===== src/rtl/rc4_key_search.sv =====
// Brute-force RC4 key searcher: sweeps [key_lo, key_hi] in KEY_STEP increments,
// launches the decrypt core per key and scans the decrypted bytes against a
// character set, rejecting a key on its first out-of-set byte.
//
// state     | meaning
// ----------+----------------------------------------------------------
// IDLE      | waiting for start, no search in progress
// LAUNCH    | core_start high for this cycle, byte address rewound to 0
// WAIT_CORE | decrypt core running, waiting for core_done
// ISSUE     | ram_addr presented, latency down-counter loaded
// WAIT_RAM  | counting down RAM read latency, sample byte at terminal count
// CHECK     | test sampled byte against the character set
// NEXT_KEY  | key rejected, advance key or finish with not_found
// DONE      | search finished, result flags and key held until next start
module rc4_key_search #(
    parameter int KEY_W    = 24,
    parameter int MSG_LEN  = 32,
    parameter int ADDR_W   = 5,
    parameter int RAM_LAT  = 1,
    parameter int KEY_STEP = 1,
    parameter int CHARSET  = 0
) (
    input  logic              clk,
    input  logic              reset,
    input  logic              start,
    input  logic              abort,
    input  logic [KEY_W-1:0]  key_lo,
    input  logic [KEY_W-1:0]  key_hi,
    output logic              core_start,
    input  logic              core_done,
    output logic [ADDR_W-1:0] ram_addr,
    input  logic [7:0]        ram_data,
    output logic [KEY_W-1:0]  key,
    output logic              busy,
    output logic              found,
    output logic              not_found,
    output logic [KEY_W-1:0]  keys_tried
);

    typedef enum logic [2:0] {
        S_IDLE,
        S_LAUNCH,
        S_WAIT_CORE,
        S_ISSUE,
        S_WAIT_RAM,
        S_CHECK,
        S_NEXT_KEY,
        S_DONE
    } state_t;

    localparam int                LAT_W     = $clog2(RAM_LAT + 1);
    localparam logic [LAT_W-1:0]  LAT_LOAD  = LAT_W'(RAM_LAT);
    localparam logic [LAT_W-1:0]  LAT_TC    = LAT_W'(1);
    localparam logic [ADDR_W-1:0] LAST_ADDR = ADDR_W'(MSG_LEN - 1);
    // Key arithmetic is one bit wider so the range end can never wrap to 0.
    localparam logic [KEY_W:0]    STEP_X    = (KEY_W + 1)'(KEY_STEP);

    state_t             state;
    logic [KEY_W-1:0]   hi_q;
    logic [LAT_W-1:0]   lat_cnt;
    logic [7:0]         byte_q;
    logic               byte_ok;
    logic               in_busy_state;
    logic [KEY_W:0]     key_next_x;
    logic               range_done;

    // Character-set test on the sampled byte.
    always_comb begin
        byte_ok = 1'b0;
        if (CHARSET == 0) begin
            byte_ok = ((byte_q >= 8'd97) && (byte_q <= 8'd122)) || (byte_q == 8'd32);
        end else begin
            byte_ok = (byte_q >= 8'd32) && (byte_q <= 8'd126);
        end
    end

    // Next-key candidate and range-exhausted decision, evaluated without wrap.
    always_comb begin
        key_next_x    = {1'b0, key} + STEP_X;
        range_done    = key_next_x > {1'b0, hi_q};
        in_busy_state = (state != S_IDLE) && (state != S_DONE);
    end

    // Search sequencer with registered outputs.
    always_ff @(posedge clk or posedge reset) begin
        if (reset) begin
            state      <= S_IDLE;
            key        <= '0;
            hi_q       <= '0;
            ram_addr   <= '0;
            keys_tried <= '0;
            core_start <= 1'b0;
            busy       <= 1'b0;
            found      <= 1'b0;
            not_found  <= 1'b0;
            lat_cnt    <= '0;
            byte_q     <= '0;
        end else begin
            core_start <= 1'b0;
            if (abort && in_busy_state) begin
                // Abort beats everything else in a busy state, including a
                // last-byte pass in CHECK; key and keys_tried are left as is.
                state <= S_IDLE;
                busy  <= 1'b0;
            end else begin
                case (state)
                    S_IDLE, S_DONE: begin
                        if (start) begin
                            key        <= key_lo;
                            hi_q       <= key_hi;
                            keys_tried <= '0;
                            found      <= 1'b0;
                            if (key_lo > key_hi) begin
                                not_found <= 1'b1;
                                state     <= S_DONE;
                            end else begin
                                not_found  <= 1'b0;
                                core_start <= 1'b1;
                                busy       <= 1'b1;
                                state      <= S_LAUNCH;
                            end
                        end
                    end
                    S_LAUNCH: begin
                        ram_addr <= '0;
                        state    <= S_WAIT_CORE;
                    end
                    S_WAIT_CORE: begin
                        if (core_done) begin
                            state <= S_ISSUE;
                        end
                    end
                    S_ISSUE: begin
                        lat_cnt <= LAT_LOAD;
                        state   <= S_WAIT_RAM;
                    end
                    S_WAIT_RAM: begin
                        if (lat_cnt == LAT_TC) begin
                            byte_q <= ram_data;
                            state  <= S_CHECK;
                        end else begin
                            lat_cnt <= lat_cnt - LAT_W'(1);
                        end
                    end
                    S_CHECK: begin
                        if (!byte_ok) begin
                            state <= S_NEXT_KEY;
                        end else if (ram_addr == LAST_ADDR) begin
                            found <= 1'b1;
                            busy  <= 1'b0;
                            state <= S_DONE;
                        end else begin
                            ram_addr <= ram_addr + ADDR_W'(1);
                            state    <= S_ISSUE;
                        end
                    end
                    S_NEXT_KEY: begin
                        keys_tried <= keys_tried + KEY_W'(1);
                        if (range_done) begin
                            not_found <= 1'b1;
                            busy      <= 1'b0;
                            state     <= S_DONE;
                        end else begin
                            key        <= key_next_x[KEY_W-1:0];
                            core_start <= 1'b1;
                            state      <= S_LAUNCH;
                        end
                    end
                    default: begin
                        busy  <= 1'b0;
                        state <= S_IDLE;
                    end
                endcase
            end
        end
    end

endmodule


===== config.mk =====
export PLATFORM = sky130hd
export DESIGN_NAME = rc4_key_search
export DESIGN_NICKNAME = d
export VERILOG_FILES = /design/src/rtl/rc4_key_search.sv
export SDC_FILE = /design/constraint.sdc
export NUM_CORES = 1
export LEC_CHECK = 0
export ABC_AREA = 1
export CORE_MARGIN = 2
export CORE_UTILIZATION = 48
export DETAILED_ROUTE_END_ITERATION = 6
export PLACE_DENSITY = 0.77
export SETUP_SLACK_MARGIN = 0.05
export SYNTH_ARGS = -nofsm -noshare
export SYNTH_HDL_FRONTEND = slang
export SYNTH_SLANG_ARGS = --single-unit

===== constraint.sdc =====
create_clock -name clk -period 3.7 [get_ports clk]
set_input_delay 1.11 -clock clk [delete_from_list [all_inputs] [get_ports clk]]
set_output_delay 1.11 -clock clk [all_outputs]
set_load 0.1 [all_outputs]

# Word level (Yosys, flattened, before mapping)
# Cells that the tools add are included.
op_classes:
  n_eq_ne: 23
  order_cmp: 4
  n_reduce_logical: 22
  n_mux: 39
  bitwise: 1
  addsub: 4
op_table:
  columns: ["operator", "n"]
  rows:
  - ["24-bit one-hot mux with 2 select lines", 2]
  - ["24-bit two-way mux", 3]
  - ["24-bit by 1-bit adder with 25-bit output, second input constant", 1]
  - ["25-bit by 24-bit greater-than comparator with 1-bit output", 1]
  - ["24-bit by 1-bit adder with 24-bit output, second input constant", 1]
  - ["24-bit greater-than comparator", 1]
  - ["3-bit two-way mux", 8]
  - ["3-bit inequality test, second input constant", 8]
  - ["3-bit one-hot mux with 7 select lines", 1]
  - ["1-bit two-way mux", 17]
  - ["3-bit == test, second input constant", 4]
  - ["2-bit inequality test, second input constant", 6]
  - ["3-bit AND reduction", 4]
  - ["4-bit AND reduction", 3]
  - ["5-bit two-way mux", 2]
  - ["5-bit one-hot mux with 2 select lines", 1]
  - ["8-bit by 6-bit == test with 1-bit output, second input constant", 1]
  - ["8-bit by 7-bit >= comparator with 1-bit output, second input constant", 1]
  - ["8-bit by 7-bit less-or-equal comparator with 1-bit output, second input constant", 1]
  - ["1-bit one-hot mux with 2 select lines", 4]
  - ["2-bit nonzero test", 4]
  - ["3-bit by 2-bit == test with 1-bit output, second input constant", 2]
  - ["6-bit AND reduction", 1]
  - ["5-bit by 1-bit adder with 5-bit output, second input constant", 1]
  - ["other kinds (13)", 15]
totals:
  input_bits: 61
  wordCells: 104
  output_inout_bits: 57
  reg_bits: 93

# Logic depth before layout (Yosys ltp)
# Gate-level depths: netlist of the first run.
depth:
  ltp_word: 6
  mapped_depth: 25
  mapped_depth_nobuf: 25

# Least setup slack after synthesis of the first run
# No wires, ideal clock.
synth_timing:
  kind: "register to register"
  start: "reg key[0]"
  end: "reg key[20]"
  n_path_buf: 1
  period_less_slack_ns: 3.726
  setup_slack_ns: -0.026
  setup_ns: 0.129
  required_time_ns: 3.571
  arrival_ns: 3.597
  path_stages_with_launch: 24
  cell_sequence: "dfrtp_1 -> ha_1 -> nand2_2 -> nor2_2 -> nand2_2 -> nor2_4 -> and3_1 -> nand3_1 -> xor2_1 -> inv_1 -> ha_1 -> nand2_1 -> inv_1 -> o21ai_0 -> nand2_1 -> nand2_1 -> nand2_1 -> nor2_1 -> nand3_2 -> nand3_4 -> nand2_4 -> buf_6 -> nand2_1 -> o21ai_0"
synth_between:
  elab_chain_cells: 4
  elab_cells_between_ends: 6
  cone_classes: "add/sub (1); order compare (1); eq/ne (1); mux (2); reduce/logical (1)"
synth_rtl:
  columns: ["item", "line_no", "text"]
  rows:
  - ["from (decl)", "33", "output logic [KEY_W-1:0] key,"]
  - ["from (signal assigned)", "109", "key <= key_lo;"]
  - ["from (signal assigned)", "164", "key <= key_next_x[KEY_W-1:0];"]
  - ["24-bit by 1-bit adder with 25-bit output *", "79", "key_next_x = {1'b0, key} + STEP_X;"]
  - ["25-bit by 24-bit greater-than comparator with 1-bit output", "80", "range_done = key_next_x > {1'b0, hi_q};"]
  - ["2-bit inequality test (no source line)", null, null]
  - ["4-bit AND reduction (no source line)", null, null]
# Every way passes the cells marked *; elsewhere a longest branch is shown, timed or not. The select of a mux whose other input is x is not followed.
# A chain may end at the register's enable or synchronous reset.

# Final worst setup path of the first run
layout_timing:
  start: "reg key[0]"
  end: "reg key[23]"
# The elaborated chain is that of the path after synthesis.

==> out/metrics.yaml, run 1 <==
status:
  status: "completed"
drt:
  postRouteAntennaNets: 0
  vias: 5731
  drt_iter0_drc: 441
  viasPerCell: 5.10
  dr.pass1.iters: 5
  avgRoutedWirePerCell_um: 14.1
  drc: 0
  wl_um: 15900
worst_hold_path:
  hold_path_end: "lat_cnt"
  hp-class: "reg2reg"
  whs_path_depth: 1
  min-delay-start: "lat_cnt"
sta:
  setup_violations: 0
  slew_headroom_pct: 60.9
  setup_tns_ns: 0
  fin_skew_ns: 0.00838
  slew_viol_final: 0
  clock.fmax_mhz: 298
  hold_violations: 0
  grt_setup_unrepaired: "no"
  worst_slew_pin_slew_ns: 0.586
  fin_crit_sh_pct: 90.7
  period_minus_slack_ns: 3.36
yosys:
  synth_fp_nets: 938
  synth_area_per_cell_sq_um: 7.74
  synth_flop_cell: "dfrtp_1"
  yosys.area.top_type: "dfrtp_1"
  async_flop_share_pct: 100
  syn_inst: 825
  synth.distinct_cells: 43
  synth-edff-count: 0
  yosysMostFrequentCell: "nand2_1"
  yosys_register_bits: 93
  seq_area_frac_synth_pct: 36.5
  synth_area_sq_mm: 0.00638
  yosysTopAreaCellShare_pct: 36.5
  yosysWarnings: 0
  synth_area_leaders: "dfrtp_1 36%, nand2_1 11%, ha_1 10%"
  synth_common_cells: "193 x nand2_1, 119 x inv_1, 93 x dfrtp_1"
finish:
  drive_gt1_share_pct: 14.4
  antenna_cells: 0
  area_delta_synth_final_pct: 24.0
  final_nets: 1055
  final_area_sq_mm: 0.00792
  fin_cells: 1123
  fill_cells: 1205
placed_design:
  place_area_sq_mm: 0.00761
  port_buffers: 117
  dp.cells: 1107
  hpwl_um: 12200
  globalplace.congestion: 0.879
worst_setup_path:
  regToRegSetupSlack_ns: 0.34
  r2r_start: "key[0]"
  worstPathMaxFanout: 44
  critPathSlowestCell: "dfrtp_2"
  cp_slowest_stage_delay_ns: 0.43
  critPathKind: "reg2reg"
  cp.arrival_ns: 3.60
  cp-start-kind: "register"
  cp_common_cell: "nand2_1"
  worstPathRequired_ns: 3.95
  reg2reg_depth: 23
  cp-end-kind: "register"
  reg2reg_to: "key[23]"
  worstPathCellList: "ha_1 > nand2_2 > nor2_2 > nand2_2 > nor2_4 > and3_2 > nand3_1 > xor2_1 > inv_1 > ha_1 > nand2_1 > inv_1 > o21ai_0 > nand2_1 > nand2_1 > nand2_1 > nor2_1 > nand3_2 > nand3_4 > nand2_4 > buf_12 > nor2_1 > a21oi_2"
floorplanning:
  core_sq_mm: 0.0131
  num_rows: 42
  die_h_um: 119
  io_pins: 118
  die-area_sq_mm: 0.0142
  start_util_pct: 48.6
  die-width_um: 119
power_and_ir_drop:
  leakagePower_uw: 0.00399
  ir_worst_vdd_mv: 0.485
  power_density_mw_per_mm2: 771
run:
  drv_cap: 0
grt:
  grt_overflow_total: 0
  grt_pass1_vias: 5389
  grt_max_degree: 94
  antenna_found_initial: 0
  grt_pass1_wl_um: 26700
  track_usage_pct: 23.4
clocking:
  numClockSinks: 93
  cts_root_buf: "clkbuf_16"
  post_cts_buffers: 0
  cts_inserted_buffers: 9
  clockBufferDepth: 2
  cts_tree: "yes"
  clk_pin_slew_ns: 0.07
  cts_max_level: 3
  clk_latency_ns: 0.36
worst max-delay path: cells and delay by family (launching register included):
kind                     cells  cell delay [ns]
AND/OR/NAND/NOR             15             1.69
adder cells (fa/ha/maj)      2             0.49
flip-flops                   1             0.43
buffers and inverters        3             0.30
XOR/XNOR                     1             0.21
AO/OA/AOI/OAI                2             0.11
worst max path at each step:
| stage | endpoint | slack (ns) | start |
|---|---|---|---|
| final | key[23] | 0.34 | key[0] |
| after floorplan | key[20] | 0.19 | key[3] |
| after CTS | key[23] | 0.27 | key[0] |
| after detailed placement | key[23] | 0.30 | key[0] |
| after global routing | key[23] | 0.07 | key[0] |
| after global placement | key[23] | 0.37 | key[0] |
routing by layer:
layer | routed length (um) | vias up | track usage, %
met4 | 212 | 0 | 7.28
met1 | 7840 | 2644 | 34.0
met3 | 811 | 13 | 3.74
met5 | 0 | - | 0
met2 | 6990 | 138 | 35.6
li1 | - | 2936 | -
final cells by class:
type                    instances  area [sq um]  share of cell area [%]
clock inverters                 7          70.1                   0.885
repair buffers                122          1090                    13.8
clock buffers                   9           225                    2.84
inverters                     125           473                    5.97
multi-input cells             591          3510                    44.3
flip-flops and latches         93          2330                    29.4
well taps                     176           220                    2.78
state kept, by name (all words and copies together) (netlist names):
name and flops:
busy 1, byte_q 8, core_start 1, found 1, hi_q 24, key 24, keys_tried 24, lat_cnt 1
not_found 1, ram_addr 5, state 3
cell families after synthesis:
| kind of cell | Yosys count | synth area share, % |
|---|---|---|
| flip-flops | 93 | 36.5 |
| AND/OR/NAND/NOR | 357 | 25.6 |
| multiplexers | 19 | 3.08 |
| XOR/XNOR | 24 | 3.29 |
| adder cells (fa/ha/maj) | 52 | 10.2 |
| buffers and inverters | 141 | 8.82 |
| AO/OA/AOI/OAI | 139 | 12.5 |
where the power goes:
group / total (uW) / switching [uW] / internal, uW
clock: 919 / 447 / 472
sequential: 1710 / 357 / 1360
combinational: 3470 / 2470 / 1000
timing repair:
| action | 4_1_cts | 5_1_grt |
|---|---|---|
| resized for setup | 0 | 3 |
| endpoints found under the hold margin | 0 | 0 |
| setup endpoints to repair | 0 | 24 |
| hold buffers | 0 | 0 |
placed cells by master, fill, tap and decap left out, types with 38 or more instances in the layout:
master / n
clkdlybuf4s50_1: 60
a21oi_1: 44
nor2_1: 66
ha_1: 52
dfrtp_1: 91
nand3_1: 38
buf_4: 60
o21ai_0: 55
inv_1: 118
nand2_1: 193
per-stage QoR:
step | utilization, % | hold slack, ns | power (uW) | setup slack (ns)
final | 60.3 | 0.492 | 6110 | 0.344
after CTS | 60.2 | 0.494 | 6110 | 0.266
after global placement | 57.9 | 0.466 | 5140 | 0.369
after global routing | 60.3 | 0.514 | 6560 | 0.0670
after detailed placement | 57.9 | 0.477 | 5180 | 0.296
after floorplan | - | 0.450 | 4360 | 0.187
Note: power is estimated with default switching activity, not from simulation.
==> inputs of run 2 (changes only) <==
--- a/config.mk
+++ b/config.mk
@@ -7,9 +7,10 @@
 export LEC_CHECK = 0
 export ABC_AREA = 1
 export CORE_MARGIN = 2
-export CORE_UTILIZATION = 48
+export CORE_UTILIZATION = 50
+export CTS_BUF_LIST = sky130_fd_sc_hd__clkbuf_8
 export DETAILED_ROUTE_END_ITERATION = 6
-export PLACE_DENSITY = 0.77
+export PLACE_DENSITY = 0.8
 export SETUP_SLACK_MARGIN = 0.05
 export SYNTH_ARGS = -nofsm -noshare
 export SYNTH_HDL_FRONTEND = slang
==> out/metrics.yaml, run 2 (synthesis gave the netlist of run 1 again) <==
drt:
  vias: 5742
  drt_iter0_drc: 438
  viasPerCell: 5.11
  drc: 0
  postRouteAntennaNets: 0
  wl_um: 16000
  dr.pass1.iters: 5
  avgRoutedWirePerCell_um: 14.2
clocking:
  numClockSinks: 93
  clockBufferDepth: 2
  cts_max_level: 3
  clk_pin_slew_ns: 0.10
  cts_root_buf: "clkbuf_8"
  cts_tree: "yes"
  cts_inserted_buffers: 9
  clk_latency_ns: 0.39
placed_design:
  port_buffers: 117
  hpwl_um: 12300
  globalplace.congestion: 0.881
  post-place-ws_ns: 0.213
worst_setup_path:
  worstPathRequired_ns: 3.98
  critPathSlowestCell: "dfrtp_2"
  worstPathCellList: "ha_1 > nand2_2 > nor2_2 > nand2_2 > nor2_4 > and3_4 > nand3_1 > xor2_1 > inv_1 > ha_1 > nand2_1 > inv_1 > o21ai_0 > nand2_1 > nand2_1 > nand2_1 > nor2_1 > nand3_2 > nand3_4 > nand2_8 > buf_12 > nor2_1 > a21oi_2"
  cp_top_family: "simple AND/OR/NAND/NOR gates"
  cp_slowest_stage_delay_ns: 0.41
  cp_common_cell: "nand2_1"
  critPathKind: "reg2reg"
  cp-start-kind: "register"
  cp.arrival_ns: 3.65
  crit_buf_inv: 3
  cp-end-kind: "register"
  worstPathMaxFanout: 17
sta:
  grt_setup_unrepaired: "no"
  setup_tns_ns: 0
  slew_viol_final: 0
  fin_ws_ns: 0.331
  clock.fmax_mhz: 297
  setup_violations: 0
  worst_slew_pin_slew_ns: 0.679
  fin_skew_ns: 0.00948
  hold_violations: 0
  slew_headroom_pct: 54.6
  fin_crit_sh_pct: 91.0
  period_minus_slack_ns: 3.37
finish:
  multi_input_area_sq_mm: 0.00353
  reg.largest.list: "hi_q (24), key (24), keys_tried (24)"
  mostFrequentLayoutCells: "193 x nand2_1, 118 x inv_1, 91 x dfrtp_1, 66 x nor2_1, 63 x buf_4"
  ff_latch_area_sq_mm: 0.00233
  drive_gt1_share_pct: 14.8
  antenna_cells: 0
  fill_cells: 1175
  final_common_cell: "nand2_1"
  final_nets: 1059
  area_delta_synth_final_pct: 23.9
power_and_ir_drop:
  power_density_mw_per_mm2: 766
  leakagePower_uw: 0.00400
  ir_worst_vdd_mv: 0.436
floorplanning:
  num_rows: 41
  core_sq_mm: 0.0125
  die-width_um: 117
  io_pins: 118
  die-area_sq_mm: 0.0137
  die_h_um: 117
  start_util_pct: 51.0
grt:
  track_usage_pct: 24.3
  grt_pass1_vias: 5346
  grt_pass1_wl_um: 26100
  antenna_found_initial: 0
  grt_max_degree: 63
  grt_overflow_total: 0
status:
  status: "completed"
run:
  drv_cap: 0
worst_hold_path:
  hp-class: "reg2reg"
run 2: cell count changes in the layout (fill, tap and decap cells not counted), sizes merged:
| cell | previous run | this run |
|---|---|---|
| buf | 62 | 66 |
| bufinv | 0 | 2 |
| clkinv | 4 | 0 |
| inv | 126 | 128 |
run 2: final cells by class:
cell class	instances	share of cell area, %
Clock inverter	7	1.30
Inverter	125	5.98
Sequential cell	93	29.4
Tap cell	172	2.72
Clock buffer	9	1.57
Timing Repair Buffer	126	14.3
Multi-Input combinational cell	591	44.7
run 2: tightest hold or removal path, delay by kind of cell, from the launching register on:
| family | cells | cell delay [ns] |
|---|---|---|
| compound gates | 1 | 0.06 |
| flops | 1 | 0.36 |
| simple gates | 1 | 0.05 |
run 2: repair_timing:
action | in CTS | in global routing
setup buffers | 0 | 3
gates resized for setup | 0 | 7
hold buffers | 0 | 0
setup endpoints to repair | 0 | 25
run 2: worst paths after layout:
check / slack, ns / end / cells past startpoint / from
max in group asynchronous: 2.08 / key[1] / 3 / reset
min: 0.49 / hi_q[7] / 2 / hi_q[7]
max: 0.33 / key[19] / 23 / key[0]
min reg2reg: 0.49 / hi_q[7] / 2 / hi_q[7]
max reg2reg: 0.33 / key[19] / 23 / key[0]
min in group asynchronous: 1.00 / keys_tried[21] / 2 / reset
run 2: metal layers:
layer | vias to the layer above | share of wire [%] | GRT usage, % | wire, um
met3 | 12 | 5.4 | 3.50 | 854
li1 | 2946 | - | - | -
met1 | 2653 | 48 | 35.6 | 7670
met5 | - | 0 | 0 | 0
met4 | 0 | 1.1 | 6.67 | 181
met2 | 131 | 45 | 37.8 | 7250
run 2: per-stage QoR:
stage          util (%)  area [sq um]  hold slack, ns  total power, uW  cells
3_3_place_gp       60.9          7620           0.467             5150   1104
4_1_cts            62.7          7850           0.498             6020   1120
2_1_floorplan         -          6390           0.450             4360    825
5_1_grt            63.2          7910           0.522             6500   1123
3_5_place_dp       60.9          7620           0.473             5200   1104
6_report           63.2          7910           0.494             6060   1123
run 2: report_power, final:
part	internal [uW]	total [uW]	switching [uW]
Sequential	1350	1700	344
Combinational	1050	3560	2510
Clock	390	802	412
==> inputs of run 3 (changes only) <==
--- a/config.mk
+++ b/config.mk
@@ -6,7 +6,7 @@
 export NUM_CORES = 1
 export LEC_CHECK = 0
 export ABC_AREA = 1
-export CORE_MARGIN = 2
+export CORE_MARGIN = 3
 export CORE_UTILIZATION = 50
 export CTS_BUF_LIST = sky130_fd_sc_hd__clkbuf_8
 export DETAILED_ROUTE_END_ITERATION = 6
==> out/metrics.yaml, run 3 (synthesis gave the netlist of run 1 again) <==
worst_setup_path:
  r2r_start: "key[0]"
  cp_top_family: "simple AND/OR/NAND/NOR gates"
  critPathSlowestCell: "dfrtp_2"
  worstPathCellList: "ha_1 > nand2_2 > nor2_2 > nand2_2 > nor2_4 > and3_2 > nand3_1 > xor2_1 > inv_1 > ha_1 > nand2_1 > inv_1 > o21ai_0 > nand2_1 > nand2_1 > nand2_1 > nor2_1 > nand3_2 > nand3_4 > nand2_8 > buf_4 > nand2_1 > o21ai_1"
  reg2reg_depth: 23
  cp-start-kind: "register"
  cp_common_cell: "nand2_1"
  path_depth: 23
  crit_path_end: "key[12]"
  startpoint: "key[0]"
  crit_buf_inv: 3
  reg2reg_to: "key[12]"
  cp-end-kind: "register"
  worstPathRequired_ns: 3.98
  cp.arrival_ns: 3.66
  critPathKind: "reg2reg"
  regToRegSetupSlack_ns: 0.32
  worstPathMaxFanout: 14
  cp_slowest_stage_delay_ns: 0.41
placed_design:
  port_buffers: 117
  hpwl_um: 12600
  globalplace.congestion: 0.904
  dp.cells: 1101
power_and_ir_drop:
  power_density_mw_per_mm2: 758
  leakagePower_uw: 0.00399
  ir_worst_vdd_mv: 0.413
  finalPower_uw: 5960
floorplanning:
  core_sq_mm: 0.0123
  num_rows: 40
  die-area_sq_mm: 0.0142
  start_util_pct: 52.1
  io_pins: 118
  die_h_um: 119
  die-width_um: 119
sta:
  slew_viol_final: 0
  setup_tns_ns: 0
  grt_setup_unrepaired: "no"
  fin_crit_sh_pct: 91.3
  period_minus_slack_ns: 3.38
  slew_headroom_pct: 54.2
  hold_violations: 0
  fin_skew_ns: 0.00910
  worst_slew_pin_slew_ns: 0.685
  setup_violations: 0
  clock.fmax_mhz: 296
grt:
  grt_pass1_vias: 5380
  grt_max_degree: 62
  track_usage_pct: 23.1
  antenna_found_initial: 0
  grt_overflow_total: 0
  grt_pass1_wl_um: 26600
finish:
  ff_latch_area_sq_mm: 0.00233
  mostFrequentLayoutCells: "193 x nand2_1, 118 x inv_1, 91 x dfrtp_1, 66 x nor2_1, 64 x buf_4"
  fin_cells: 1118
  reg.largest.list: "hi_q (24), key (24), keys_tried (24)"
  antenna_cells: 0
  fill_cells: 1092
  area_delta_synth_final_pct: 23.2
  final_common_cell: "nand2_1"
  multi_input_area_sq_mm: 0.00353
  final_nets: 1059
  drive_gt1_share_pct: 14.7
clocking:
  cts_root_buf: "clkbuf_8"
  cts_inserted_buffers: 9
  clk_pin_slew_ns: 0.10
  cts_tree: "yes"
  numClockSinks: 93
  clk_latency_ns: 0.39
  clockBufferDepth: 2
  cts_max_level: 3
drt:
  avgRoutedWirePerCell_um: 14.3
  postRouteAntennaNets: 0
  wl_um: 16000
  drc: 0
  vias: 5707
  viasPerCell: 5.10
  drt_iter0_drc: 416
  dr.pass1.iters: 5
run:
  drv_cap: 0
worst_hold_path:
  hp-class: "reg2reg"
status:
  status: "completed"
[run 3: changes by cell type in the layout (fill, tap and decap cells not counted), sizes merged]
cell,delta
inv,-4
clkinvlp,-1
clkbuf,+1
bufinv,-1
clkinv,+4
[run 3: worst min-delay path by stage]
stage	start	to	slack, ns	depth (start not counted)
after floorplan	lat_cnt	lat_cnt	0.45	1
after global placement	hi_q[23]	hi_q[23]	0.47	2
after detailed placement	hi_q[21]	hi_q[21]	0.48	2
after CTS	hi_q[21]	hi_q[21]	0.50	2
after global routing	hi_q[2]	hi_q[2]	0.52	2
final	hi_q[22]	hi_q[22]	0.49	2
[run 3: report_power, final]
part           switching (uW)  internal (uW)
clock                     394            330
combinational            2510           1030
sequential                340           1360
[run 3: worst register-to-register path, cell delays in order, from the launching register on]
cell     delay [ns]
dfrtp_2        0.41
ha_1           0.21
nand2_2        0.08
nor2_2         0.15
nand2_2        0.12
nor2_4         0.17
and3_2         0.25
nand3_1        0.10
xor2_1         0.19
inv_1          0.07
ha_1           0.29
nand2_1        0.09
inv_1          0.06
o21ai_0        0.07
nand2_1        0.06
nand2_1        0.06
nand2_1        0.06
nor2_1         0.12
nand3_2        0.12
nand3_4        0.14
nand2_8        0.12
buf_4          0.20
nand2_1        0.07
o21ai_1        0.06
[run 3: area by class of cell]
cell class | instances | area share, %
clock buffers | 10 | 1.75
clock inverters | 5 | 0.780
inverters | 125 | 6.02
multi-input cells | 591 | 44.9
flip-flops and latches | 93 | 29.6
well taps | 168 | 2.67
repair buffers | 126 | 14.3
[run 3: routing by layer]
metal  track usage [%]  share of wire, %
met1              33.6                49
met2              35.1                45
met3              3.56               4.3
met4              7.46               1.7
met5                 0                 0
[run 3: through the flow]
step,instance area (sq um),hold slack [ns],utilization (%),worst slack (ns)
global route,7860,0.517,64.1,0.0448
detailed placement,7610,0.475,62.1,0.223
global placement,7610,0.466,62.1,0.328
CTS,7810,0.497,63.7,0.201
floorplan,6390,0.450,-,0.187
finish,7860,0.495,64.1,0.322
[run 3: what timing repair did]
item | CTS | global route
endpoints found under the setup margin | 0 | 21
resized for setup | 0 | 6
buffers inserted | 0 | 2
hold buffers | 0 | 0
